$ cat src/rtl/uart_dbg_master.sv
// UART-driven debug bus master: 'W' addr[4] data[4] writes a word, 'R' addr[4] reads one back.
// Optional read timeout (reply 0xEE) is enabled by defining UART_DBG_TIMEOUT_EN.
module uart_dbg_master #(
  parameter logic [31:0] IDLE_ADDR      = 32'hFFFFFFFF,
  parameter int unsigned TIMEOUT_CYCLES = 255
) (
  input  logic        clk,
  input  logic        rst,
  input  logic        rx_valid,
  input  logic [7:0]  rx_data,
  input  logic        tx_busy,
  output logic        tx_wr,
  output logic [7:0]  tx_data,
  output logic [31:0] addr_b,
  output logic [31:0] data_b_out,
  output logic        data_b_we,
  input  logic [31:0] data_b_in,
  input  logic        strobe_b,
  output logic        busy
);

  localparam logic [7:0] CMD_WRITE  = 8'h57;
  localparam logic [7:0] CMD_READ   = 8'h52;
  localparam logic [7:0] REPLY_OK   = 8'h4B;
  localparam logic [7:0] REPLY_BAD  = 8'h3F;
  localparam logic [7:0] REPLY_TOUT = 8'hEE;

`ifdef UART_DBG_TIMEOUT_EN
  localparam bit TIMEOUT_EN = 1'b1;
`else
  localparam bit TIMEOUT_EN = 1'b0;
`endif

  typedef enum logic [2:0] {
    IDLE,
    ADDR,
    DATA,
    WRITE,
    RWAIT,
    SEND,
    ACK
  } state_t;

  state_t      state, state_next;
  logic        is_write;
  logic [31:0] addr_reg;
  logic [31:0] data_reg;
  logic [31:0] rd_word;
  logic [1:0]  byte_cnt;
  logic [7:0]  reply;
  logic        tx_gap;
  logic [31:0] tcnt;

  logic        start_cmd, start_write;
  logic        shift_addr, shift_data, latch_rd;
  logic        load_reply;
  logic [7:0]  reply_next;
  logic        cnt_clr, cnt_inc;
  logic        tx_ok, timeout_hit;
  logic        tx_wr_c;
  logic [7:0]  tx_data_c;
  logic [31:0] addr_c, dout_c;
  logic        we_c;

  // tx_gap blocks a second tx_wr in the cycle right after a pulse
  assign tx_ok       = !tx_busy && !tx_gap;
  assign timeout_hit = TIMEOUT_EN && (tcnt == (TIMEOUT_CYCLES - 32'd1));

  always_ff @(posedge clk) begin
    if (rst) state <= IDLE;
    else     state <= state_next;
  end

  always_comb begin
    state_next  = state;
    start_cmd   = 1'b0;
    start_write = 1'b0;
    shift_addr  = 1'b0;
    shift_data  = 1'b0;
    latch_rd    = 1'b0;
    load_reply  = 1'b0;
    reply_next  = 8'h00;
    cnt_clr     = 1'b0;
    cnt_inc     = 1'b0;
    tx_wr_c     = 1'b0;
    tx_data_c   = 8'h00;
    addr_c      = IDLE_ADDR;
    dout_c      = 32'h0;
    we_c        = 1'b0;
    case (state)
      IDLE: begin
        if (rx_valid) begin
          cnt_clr = 1'b1;
          if (rx_data == CMD_WRITE) begin
            state_next  = ADDR;
            start_cmd   = 1'b1;
            start_write = 1'b1;
          end else if (rx_data == CMD_READ) begin
            state_next = ADDR;
            start_cmd  = 1'b1;
          end else begin
            state_next = ACK;
            load_reply = 1'b1;
            reply_next = REPLY_BAD;
          end
        end
      end
      ADDR: begin
        if (rx_valid) begin
          shift_addr = 1'b1;
          cnt_inc    = 1'b1;
          if (byte_cnt == 2'd3) state_next = is_write ? DATA : RWAIT;
        end
      end
      DATA: begin
        if (rx_valid) begin
          shift_data = 1'b1;
          cnt_inc    = 1'b1;
          if (byte_cnt == 2'd3) state_next = WRITE;
        end
      end
      WRITE: begin
        addr_c     = addr_reg;
        dout_c     = data_reg;
        we_c       = 1'b1;
        state_next = ACK;
        load_reply = 1'b1;
        reply_next = REPLY_OK;
      end
      RWAIT: begin
        addr_c = addr_reg;
        // a strobe on the last counted cycle takes precedence over the timeout
        if (strobe_b) begin
          latch_rd   = 1'b1;
          state_next = SEND;
        end else if (timeout_hit) begin
          state_next = ACK;
          load_reply = 1'b1;
          reply_next = REPLY_TOUT;
        end
      end
      SEND: begin
        tx_wr_c = tx_ok;
        case (byte_cnt)
          2'd0:    tx_data_c = rd_word[31:24];
          2'd1:    tx_data_c = rd_word[23:16];
          2'd2:    tx_data_c = rd_word[15:8];
          default: tx_data_c = rd_word[7:0];
        endcase
        if (tx_ok) begin
          cnt_inc = 1'b1;
          if (byte_cnt == 2'd3) state_next = IDLE;
        end
      end
      ACK: begin
        tx_wr_c   = tx_ok;
        tx_data_c = reply;
        if (tx_ok) state_next = IDLE;
      end
      default: state_next = IDLE;
    endcase
  end

  always_ff @(posedge clk) begin
    if (rst) begin
      is_write <= 1'b0;
      addr_reg <= 32'h0;
      data_reg <= 32'h0;
      rd_word  <= 32'h0;
      byte_cnt <= 2'd0;
      reply    <= 8'h00;
      tx_gap   <= 1'b0;
      tcnt     <= 32'h0;
    end else begin
      tx_gap <= tx_wr_c;
      if (start_cmd)  is_write <= start_write;
      if (cnt_clr)      byte_cnt <= 2'd0;
      else if (cnt_inc) byte_cnt <= byte_cnt + 2'd1;
      if (shift_addr) addr_reg <= {addr_reg[23:0], rx_data};
      if (shift_data) data_reg <= {data_reg[23:0], rx_data};
      if (latch_rd)   rd_word  <= data_b_in;
      if (load_reply) reply    <= reply_next;
      tcnt <= (state == RWAIT) ? tcnt + 32'd1 : 32'h0;
    end
  end

  // outputs are forced to their idle values combinationally while rst is high
  assign tx_wr      = rst ? 1'b0      : tx_wr_c;
  assign tx_data    = rst ? 8'h00     : tx_data_c;
  assign addr_b     = rst ? IDLE_ADDR : addr_c;
  assign data_b_out = rst ? 32'h0     : dout_c;
  assign data_b_we  = rst ? 1'b0      : we_c;
  assign busy       = rst ? 1'b0      : (state != IDLE);

endmodule

$ cat config.mk
export PLATFORM = sky130hd
export DESIGN_NAME = uart_dbg_master
export DESIGN_NICKNAME = d
export VERILOG_FILES = /design/src/rtl/uart_dbg_master.sv
export SDC_FILE = /design/constraint.sdc
export NUM_CORES = 1
export LEC_CHECK = 0
export BUFFER_PORTS_ARGS = -buffer_cell sky130_fd_sc_hd__buf_4
export CAP_MARGIN = 20
export CORE_MARGIN = 2
export CORE_UTILIZATION = 53
export CTS_CLUSTER_DIAMETER = 30
export DETAILED_ROUTE_END_ITERATION = 8
export HOLD_SLACK_MARGIN = 0.05
export PLACE_DENSITY = 0.8
export SLEW_MARGIN = 20
export SYNTH_ARGS = -nofsm -noshare
export SYNTH_HDL_FRONTEND = slang
export SYNTH_SLANG_ARGS = --single-unit
$ cat constraint.sdc
create_clock -name clk -period 2 [get_ports clk]
set_input_delay 0.3 -clock clk [delete_from_list [all_inputs] [get_ports clk]]
set_output_delay 0.3 -clock clk [all_outputs]
set_load 0.01 [all_outputs]
# Word-level counts from Yosys, hierarchy flattened
# Index checks and enable logic that the tools add are counted.
[op_classes]
addsub = 1
n_eq_ne = 20
muxes = 48
reduce_logical = 11
[ops]
columns = ["op", "count"]
rows = [
  ["two-way mux 32 bit", 4],
  ["two-way mux 3 bit", 12],
  ["case mux 8 bit (3 select lines)", 1],
  ["two-way mux 1 bit", 22],
  ["case mux 3 bit (7 select lines)", 1],
  ["two-way mux 6 bit", 3],
  ["!= test 2 bit, second input constant", 9],
  ["== test 8 x 7 -> 1 bit, second input constant", 2],
  ["case mux 8 bit (2 select lines)", 1],
  ["case mux 7 bit (2 select lines)", 1],
  ["== test 3 bit, second input constant", 3],
  ["AND reduction 9 bit", 1],
  ["two-way mux 8 bit", 1],
  ["OR reduction 2 bit", 4],
  ["== test 3 x 2 -> 1 bit, second input constant", 2],
  ["== test 2 bit, second input constant", 2],
  ["case mux 1 bit (2 select lines)", 2],
  ["== test 3 x 1 -> 1 bit, second input constant", 1],
  ["logical NOT 3 bit", 1],
  ["nonzero test 3 bit", 1],
  ["adder 2 x 1 -> 2 bit, second input constant", 1],
  ["== test 2 x 1 -> 1 bit, second input constant", 1],
  ["logical NOT 1 bit", 2],
  ["logical NOT 2 bit", 1],
  ["logical AND 1 bit", 1],
]
[totals]
regBits = 111
out_inout_bits = 75
wordCells = 88

# Depth between registers and ports, before layout
# Gate-level depths: netlist (run 1).
[logic_depth]
depth_word = 5
ltp_mapped = 7
depth_no_buf = 6

# Worst setup path after synthesis (run 1)
# Ideal clock, no wire load.
[synth_timing]
kind = "flip-flop to output port"
startpoint = "reg state[1]"
endpoint = "out addr_b[10]"
t_arrival_ps = 1477
required_time_ps = 1700
path_slack_ps = 223
path_stages_with_launch = 6
path_buffers = 1
path_cell_list = "dfxtp_1 -> nor2b_1 -> nand2_1 -> a21oi_1 -> clkbuf_1 -> nand2b_1"
[synth_via]
elab_chain_cells = 4
elab_cells_between_ends = 5
[synth_rtl]
columns = ["item", "line", "source"]
rows = [
  ["from (decl)", "44", "state_t state, state_next;"],
  ["from (signal assigned)", "71", "else state <= state_next;"],
  ["== test 3 bit or == test 3 x 2 -> 1 bit (tied branches)", "90", "case (state)"],
  ["OR reduction 2 bit (no line) (*)", "-", ""],
  ["two-way mux 32 bit (*)", "90", ""],
  ["two-way mux 32 bit (*)", "190", "assign addr_b = rst ? IDLE_ADDR : addr_c;"],
  ["to (decl)", "14", "output logic [31:0] addr_b,"],
]
# Every way passes the cells marked *; elsewhere a longest branch is shown, timed or not.

# Worst setup path in the final report (run 1)
[layout_timing]
startpoint = "reg byte_cnt[1]"
endpoint = "out tx_data[6]"
[layout_via]
elab_chain_cells = 4
elab_cells_between_ends = 6
[layout_rtl]
columns = ["item", "line", "source"]
rows = [
  ["from (decl)", "49", "logic [1:0] byte_cnt;"],
  ["from (signal assigned)", "178", "else if (cnt_inc) byte_cnt <= byte_cnt + 2'd1;"],
  ["== test 2 bit (tied with other cells)", "144", "case (byte_cnt)"],
  ["case mux 8 bit (3 select lines) (*)", "144", ""],
  ["case mux 8 bit (2 select lines) (*)", "90", ""],
  ["two-way mux 8 bit (*)", "189", "assign tx_data = rst ? 8'h00 : tx_data_c;"],
  ["to (decl)", "13", "output logic [7:0] tx_data,"],
]
# Marks and branches as above.

==> results of run 1 <==
## cell usage in the layout (no fill, tap or decap), drive strengths merged, types with 2 or more instances in the layout
cell / count
nor4b: 3
nand3b: 2
o211ai: 6
a211o: 2
nand2b: 35
mux2i: 2
clkinvlp: 2
buf: 148
nor2: 8
a21oi: 106
xor2: 2
and3: 2
inv: 8
o21ai: 5
and2: 33
nand3: 3
nor2b: 6
clkinv: 2
a222oi: 8
o31ai: 2
nor3: 3
dfxtp: 106
clkbuf: 11
nand2: 212
ha: 4
## final cells by class
class	instances	area, um^2	share of cell area [%]
multi-input combinational	461	2470	39.6
clock buffer	10	138	2.21
clock inverter	6	48.8	0.783
tap	108	135	2.17
inverter	6	25.0	0.401
timing repair buffer	150	1280	20.6
sequential	106	2140	34.2
## Yosys cell counts, types with 4 or more instances
| cell type | instances | area share [%] |
|---|---|---|
| a21oi_1 | 106 | 11 |
| a222oi_1 | 8 | 1.7 |
| and2_1 | 33 | 4.4 |
| buf_2 | 12 | 1.3 |
| clkbuf_1 | 34 | 2.7 |
| dfxtp_1 | 106 | 45 |
| ha_1 | 4 | 1.1 |
| inv_1 | 6 | 0.48 |
| nand2_1 | 212 | 17 |
| nand2b_1 | 35 | 4.7 |
| nor2_1 | 8 | 0.64 |
| nor2b_1 | 5 | 0.67 |
| o211ai_1 | 6 | 0.96 |
| o21ai_0 | 5 | 0.53 |
## cell families after synthesis
group / Yosys count / share of synthesized area, %
DFF: 106 / 45.4
adders and majority gates: 4 / 1.07
and+or+nand+nor: 313 / 30.8
AOI/OAI and AO/OA: 139 / 17.1
xor gates and xnor gates: 3 / 0.562
muxes: 2 / 0.428
buffers and inverters: 53 / 4.65
## how the worst max path moves through the flow
stage	from	endpoint	slack [ns]	cells past startpoint
floorplan	state[1]	addr_b[10]	0.22	5
global placement	byte_cnt[0]	tx_data[6]	0.18	7
detailed placement	state[0]	tx_data[5]	0.12	5
CTS	byte_cnt[1]	tx_data[6]	-0.09	7
global route	byte_cnt[1]	tx_data[6]	-0.26	7
finish	byte_cnt[1]	tx_data[6]	-0.15	7
## layer usage
metal / GRT usage (%) / up-vias / part of all wire [%]
li1: - / 2275 / -
met1: 32.7 / 2128 / 43
met2: 42.8 / 155 / 50
met3: 4.87 / 29 / 5.1
met4: 7.91 / 0 / 2.0
met5: 0 / - / 0
## worst max-delay path: cells and delay by family (launching register included)
kind / cells / cell delay, ns
compound gates: 3 / 0.59
buf+inv: 2 / 0.27
simple gates: 1 / 0.08
fa+ha+maj: 1 / 0.18
flops: 1 / 0.37
## power groups by stage
| stage | sequential [mW] | clock [mW] | combinational, mW |
|---|---|---|---|
| floorplan | 2.42 | 0 | 1.17 |
| global placement | 2.48 | 0 | 1.82 |
| detailed placement | 2.49 | 0 | 1.87 |
| CTS | 2.45 | 1.27 | 2.18 |
| global route | 2.49 | 1.36 | 2.43 |
| finish | 2.47 | 1.25 | 2.25 |
## stage by stage
| step | worst slack [ns] | instances | util [%] | power (mW) |
|---|---|---|---|---|
| after floorplan | 0.223 | 620 | - | 3.59 |
| after global placement | 0.177 | 821 | 66.0 | 4.30 |
| after detailed placement | 0.124 | 821 | 66.0 | 4.36 |
| after CTS | -0.0934 | 845 | 71.6 | 5.89 |
| after global routing | -0.262 | 847 | 72.2 | 6.28 |
| final | -0.147 | 847 | 72.2 | 5.97 |
## what timing repair did
item | in CTS | in global routing
setup buffers | 6 | 1
pin swaps | 18 | 7
setup endpoints to repair | 74 | 73
resized for setup | 46 | 4
cloned | 2 | 1
==> results.toml, run 1 <==
[yosys]
ys.flop_type = "dfxtp_1"
synth_edf_count = 0
seq_area_frac_synth_pct = 45.4
syn_area_um2 = 4680
synth-async-reset-ratio_pct = 0
yosys_warnings = 0
syn-num-nets = 669
avgSynthCellArea_um2 = 7.54
netlist_instances = 620
ys_types = 43
ys_seq_elements = 106

[routing]
ant_nets = 0
routed_wl_um = 12300
viasPerCell = 5.42
wire_per_inst_um = 14.5
vias = 4587
drtIter0Drc = 266
drc = 0
first_pass_iters = 7

[floorplan]
die_height_um = 97.9
core_um2 = 8640
rows = 34
dieWidth_um = 97.9
start_util_pct = 54.2
fp.dieArea_um2 = 9590
pin_count = 120

[finish]
final_nets = 783
areaGrowthSynthToFinish_pct = 33.3
insertedDiodeCount = 0
design_area_um2 = 6240
fillers = 666
drive_gt1_share_pct = 26.3

[clocking]
root_buffer = "clkbuf_8"
htreeDepth = 3
clkSinkCount = 106
cts_made_buffers = 9
clk_path_buf_depth = 2
worst_setup_hold_path_clk_slew_ns = 0.10
cts_tree = "yes"
ctsHoldBuffers = 0
clk_latency_ns = 0.36

[setup_path]
crit_chain = "buf_12 -> ha_4 -> a222oi_1 -> o21ai_1 -> a22oi_1 -> nor2b_1 -> buf_4"
r2r-end = "state[0]"
crit_fanout = 8
max_stage_delay_ns = 0.37
crit_type = "reg2out"
r2r_slack_ns = -0.03
slowest_stage = "dfxtp_4"
required_ns = 1.70
rr_startpoint = "byte_cnt[0]"
arrival_ns = 1.85
reg2reg_depth = 6
critPathLaunchType = "flip-flop"
setup.worst_path.end_class = "output pin"

[pwr]
p_per_area_nw_per_um2 = 958
p_seq_share_pct = 41.4
switching_share_pct = 35.5
power_frac_comb_pct = 37.7
power_leakage_nw = 2.40
clkPwrFrac_pct = 20.9
ir_worst_vdd_mv = 0.469
p_switching_mw = 2.12
internal-power_mw = 3.85

[global_route]
first_global_vias = 4378
track_usage_pct = 25.3
grt_max_degree = 46
grt_pass1_wl_um = 20300
antenna_found_initial = 0
grt_overflow_total = 0

[worst_hold_path]
min_path_cells = 3
hold_path_class = "in2reg"
min-delay-start = "data_b_in[9]"
hold_end = "rd_word[9]"

[place]
numPortBuffers = 119
dpl-instance-area_um2 = 5700
gp_congestion = 0.857
dpl.hpwl_um = 8310

[sta]
finalSetupViolations = 25
setup_slack_ns = -0.147
slew_violations = 0
period_share_pct = 107
fmax_mhz = 466
rsz0062_at_grt = "true"
layout_min_cycle_time_ns = 2.15
final.setup.tns_ns = -1.61
tightest_slew_ns = 0.445
hold_violations = 0
whs_ns = 0.169
skew_ns = 0.0124
slew_headroom_pct = 70.1

[outcome]
outcome = "finished, violations left"
violations = "setup timing"

[flow_run]
max-cap-violations = 0
(Power assumes the default switching activity.)
==> run 2: changes to the inputs <==
CORE_ASPECT_RATIO = 0.7   (was unset)
==> run 2 against run 1 <==
Net effect: the run still ends with setup timing left; sequential power about the same; clock skew down 0.0041 ns; first-iteration DRC count up 77%; critical path depth unchanged; register-to-register slack better by 0.13 ns.
==> results.toml, run 2 (same netlist as run 1, synthesis figures left out) <==
[outcome]
outcome = "finished, violations left"
violations = "setup timing"

[finish]
final_nets = 781
layout_common_cells = "210 x nand2_1, 135 x buf_4, 105 x a21oi_1"
drive_gt1_share_pct = 25.1
layout_commonest_cell = "nand2_1"
seq_area_um2 = 2140
design_area_um2 = 6310
multi_input_area_um2 = 2420
insertedDiodeCount = 0
final_util_pct = 74.1
fillers = 663
areaGrowthSynthToFinish_pct = 34.9

[setup_path]
setup.worst_path.end_class = "output pin"
crit_type = "reg2out"
critPathLaunchType = "flip-flop"
arrival_ns = 1.87
required_ns = 1.70
crit_fanout = 8

[place]
dpl-instance-area_um2 = 5680
numPortBuffers = 119
dpl.hpwl_um = 8470
gp_congestion = 0.933

[worst_hold_path]
hold_path_class = "in2reg"

[sta]
slew_headroom_pct = 56.0
setup_slack_ns = -0.171
slew_violations = 0
tightest_slew_ns = 0.660
hold_violations = 0
rsz0062_at_grt = "true"
skew_ns = 0.00831
final.setup.tns_ns = -1.14
layout_min_cycle_time_ns = 2.17
fmax_mhz = 461
finalSetupViolations = 38
period_share_pct = 109

[floorplan]
fp.dieArea_um2 = 9600
pin_count = 120
start_util_pct = 54.9
dieWidth_um = 116
die_height_um = 82.6
core_um2 = 8510
rows = 28

[global_route]
track_usage_pct = 25.5
grt_pass1_wl_um = 19000
grt_max_degree = 67
antenna_found_initial = 0
first_global_vias = 3961
grt_overflow_total = 0

[clocking]
cts_tree = "yes"
htreeDepth = 3
clkSinkCount = 106
root_buffer = "clkbuf_16"
clk_latency_ns = 0.35
ctsHoldBuffers = 0
clk_path_buf_depth = 2
cts_made_buffers = 9
worst_setup_hold_path_clk_slew_ns = 0.07

[routing]
drc = 0
wire_per_inst_um = 15.0
routed_wl_um = 12900
first_pass_iters = 8
drtIter0Drc = 470
viasPerCell = 5.33
vias = 4564
ant_nets = 0

[pwr]
p_per_area_nw_per_um2 = 1080
clkPwrFrac_pct = 31.5
internal-power_mw = 4.67
power_frac_comb_pct = 32.2
power_leakage_nw = 2.45
switching_share_pct = 31.7
ir_worst_vdd_mv = 0.777
p_switching_mw = 2.17
p_seq_share_pct = 36.4

[flow_run]
max-cap-violations = 0
==> run 2: cell count changes in the layout (fill, tap and decap cells not counted), moves of 2 or more <==
cell	previous run	this run
buf_12	3	1
buf_4	129	135
buf_6	15	9
bufinv_16	0	4
clkbuf_16	1	10
clkbuf_8	10	0
nand2b_1	26	34
nand2b_4	9	1
==> run 2: final timing paths <==
kind                      from            to  slack, ns  cells after the start
setup reg to reg      state[1]      is_write       0.10                      7
hold / removal    data_b_in[0]    rd_word[0]       0.20                      3
hold reg to reg   data_reg[31]  data_reg[31]       0.45                      2
setup / recovery   byte_cnt[1]    tx_data[6]      -0.17                      7
==> run 2: worst max-delay path, cell delays in order (launching register included) <==
cell and delay (ns):
dfxtp_4 0.39, inv_4 0.05, ha_4 0.18, a222oi_1 0.34, o21ai_1 0.13, a22oi_1 0.19, nor2b_1 0.10, buf_4 0.15
==> run 2: what timing repair did <==
action | in CTS | in global routing
buffers inserted | 2 | 7
pin swaps | 12 | 13
endpoints found under the setup margin | 72 | 72
gates resized for setup | 31 | 11
cloned | 1 | 1
==> run 2: power groups by stage <==
stage | sequential, mW | clock [mW] | combinational, mW
2_1_floorplan | 2.42 | 0 | 1.17
3_3_place_gp | 2.47 | 0 | 1.81
3_5_place_dp | 2.48 | 0 | 1.85
4_1_cts | 2.46 | 2.18 | 2.00
5_1_grt | 2.49 | 2.26 | 2.37
6_report | 2.49 | 2.15 | 2.20
==> run 2: final cells by class <==
cell class	instances	area share, %
Clock inverter	7	2.34
Clock buffer	9	3.57
Timing Repair Buffer	148	19.1
Sequential cell	106	33.9
Tap cell	120	2.38
Inverter	6	0.436
Multi-Input combinational cell	461	38.3
==> run 2: routing by layer <==
layer | wire length, um | track usage [%] | vias to the layer above | part of all wire [%]
met5 | 0 | 0 | - | 0
li1 | - | - | 2269 | -
met1 | 5630 | 35.7 | 2105 | 44
met2 | 5920 | 39.0 | 163 | 46
met4 | 244 | 7.62 | 0 | 1.9
met3 | 1100 | 6.64 | 27 | 8.5
==> run 2: metrics by stage <==
stage               power (mW)  instances  hold WS (ns)  setup slack, ns
floorplan                 3.59        620         0.431            0.223
global placement          4.28        830         0.440            0.159
detailed placement        4.33        830         0.442           0.0500
CTS                       6.63        849         0.191          -0.0920
global route              7.12        857         0.207           -0.238
finish                    6.84        857         0.201           -0.171
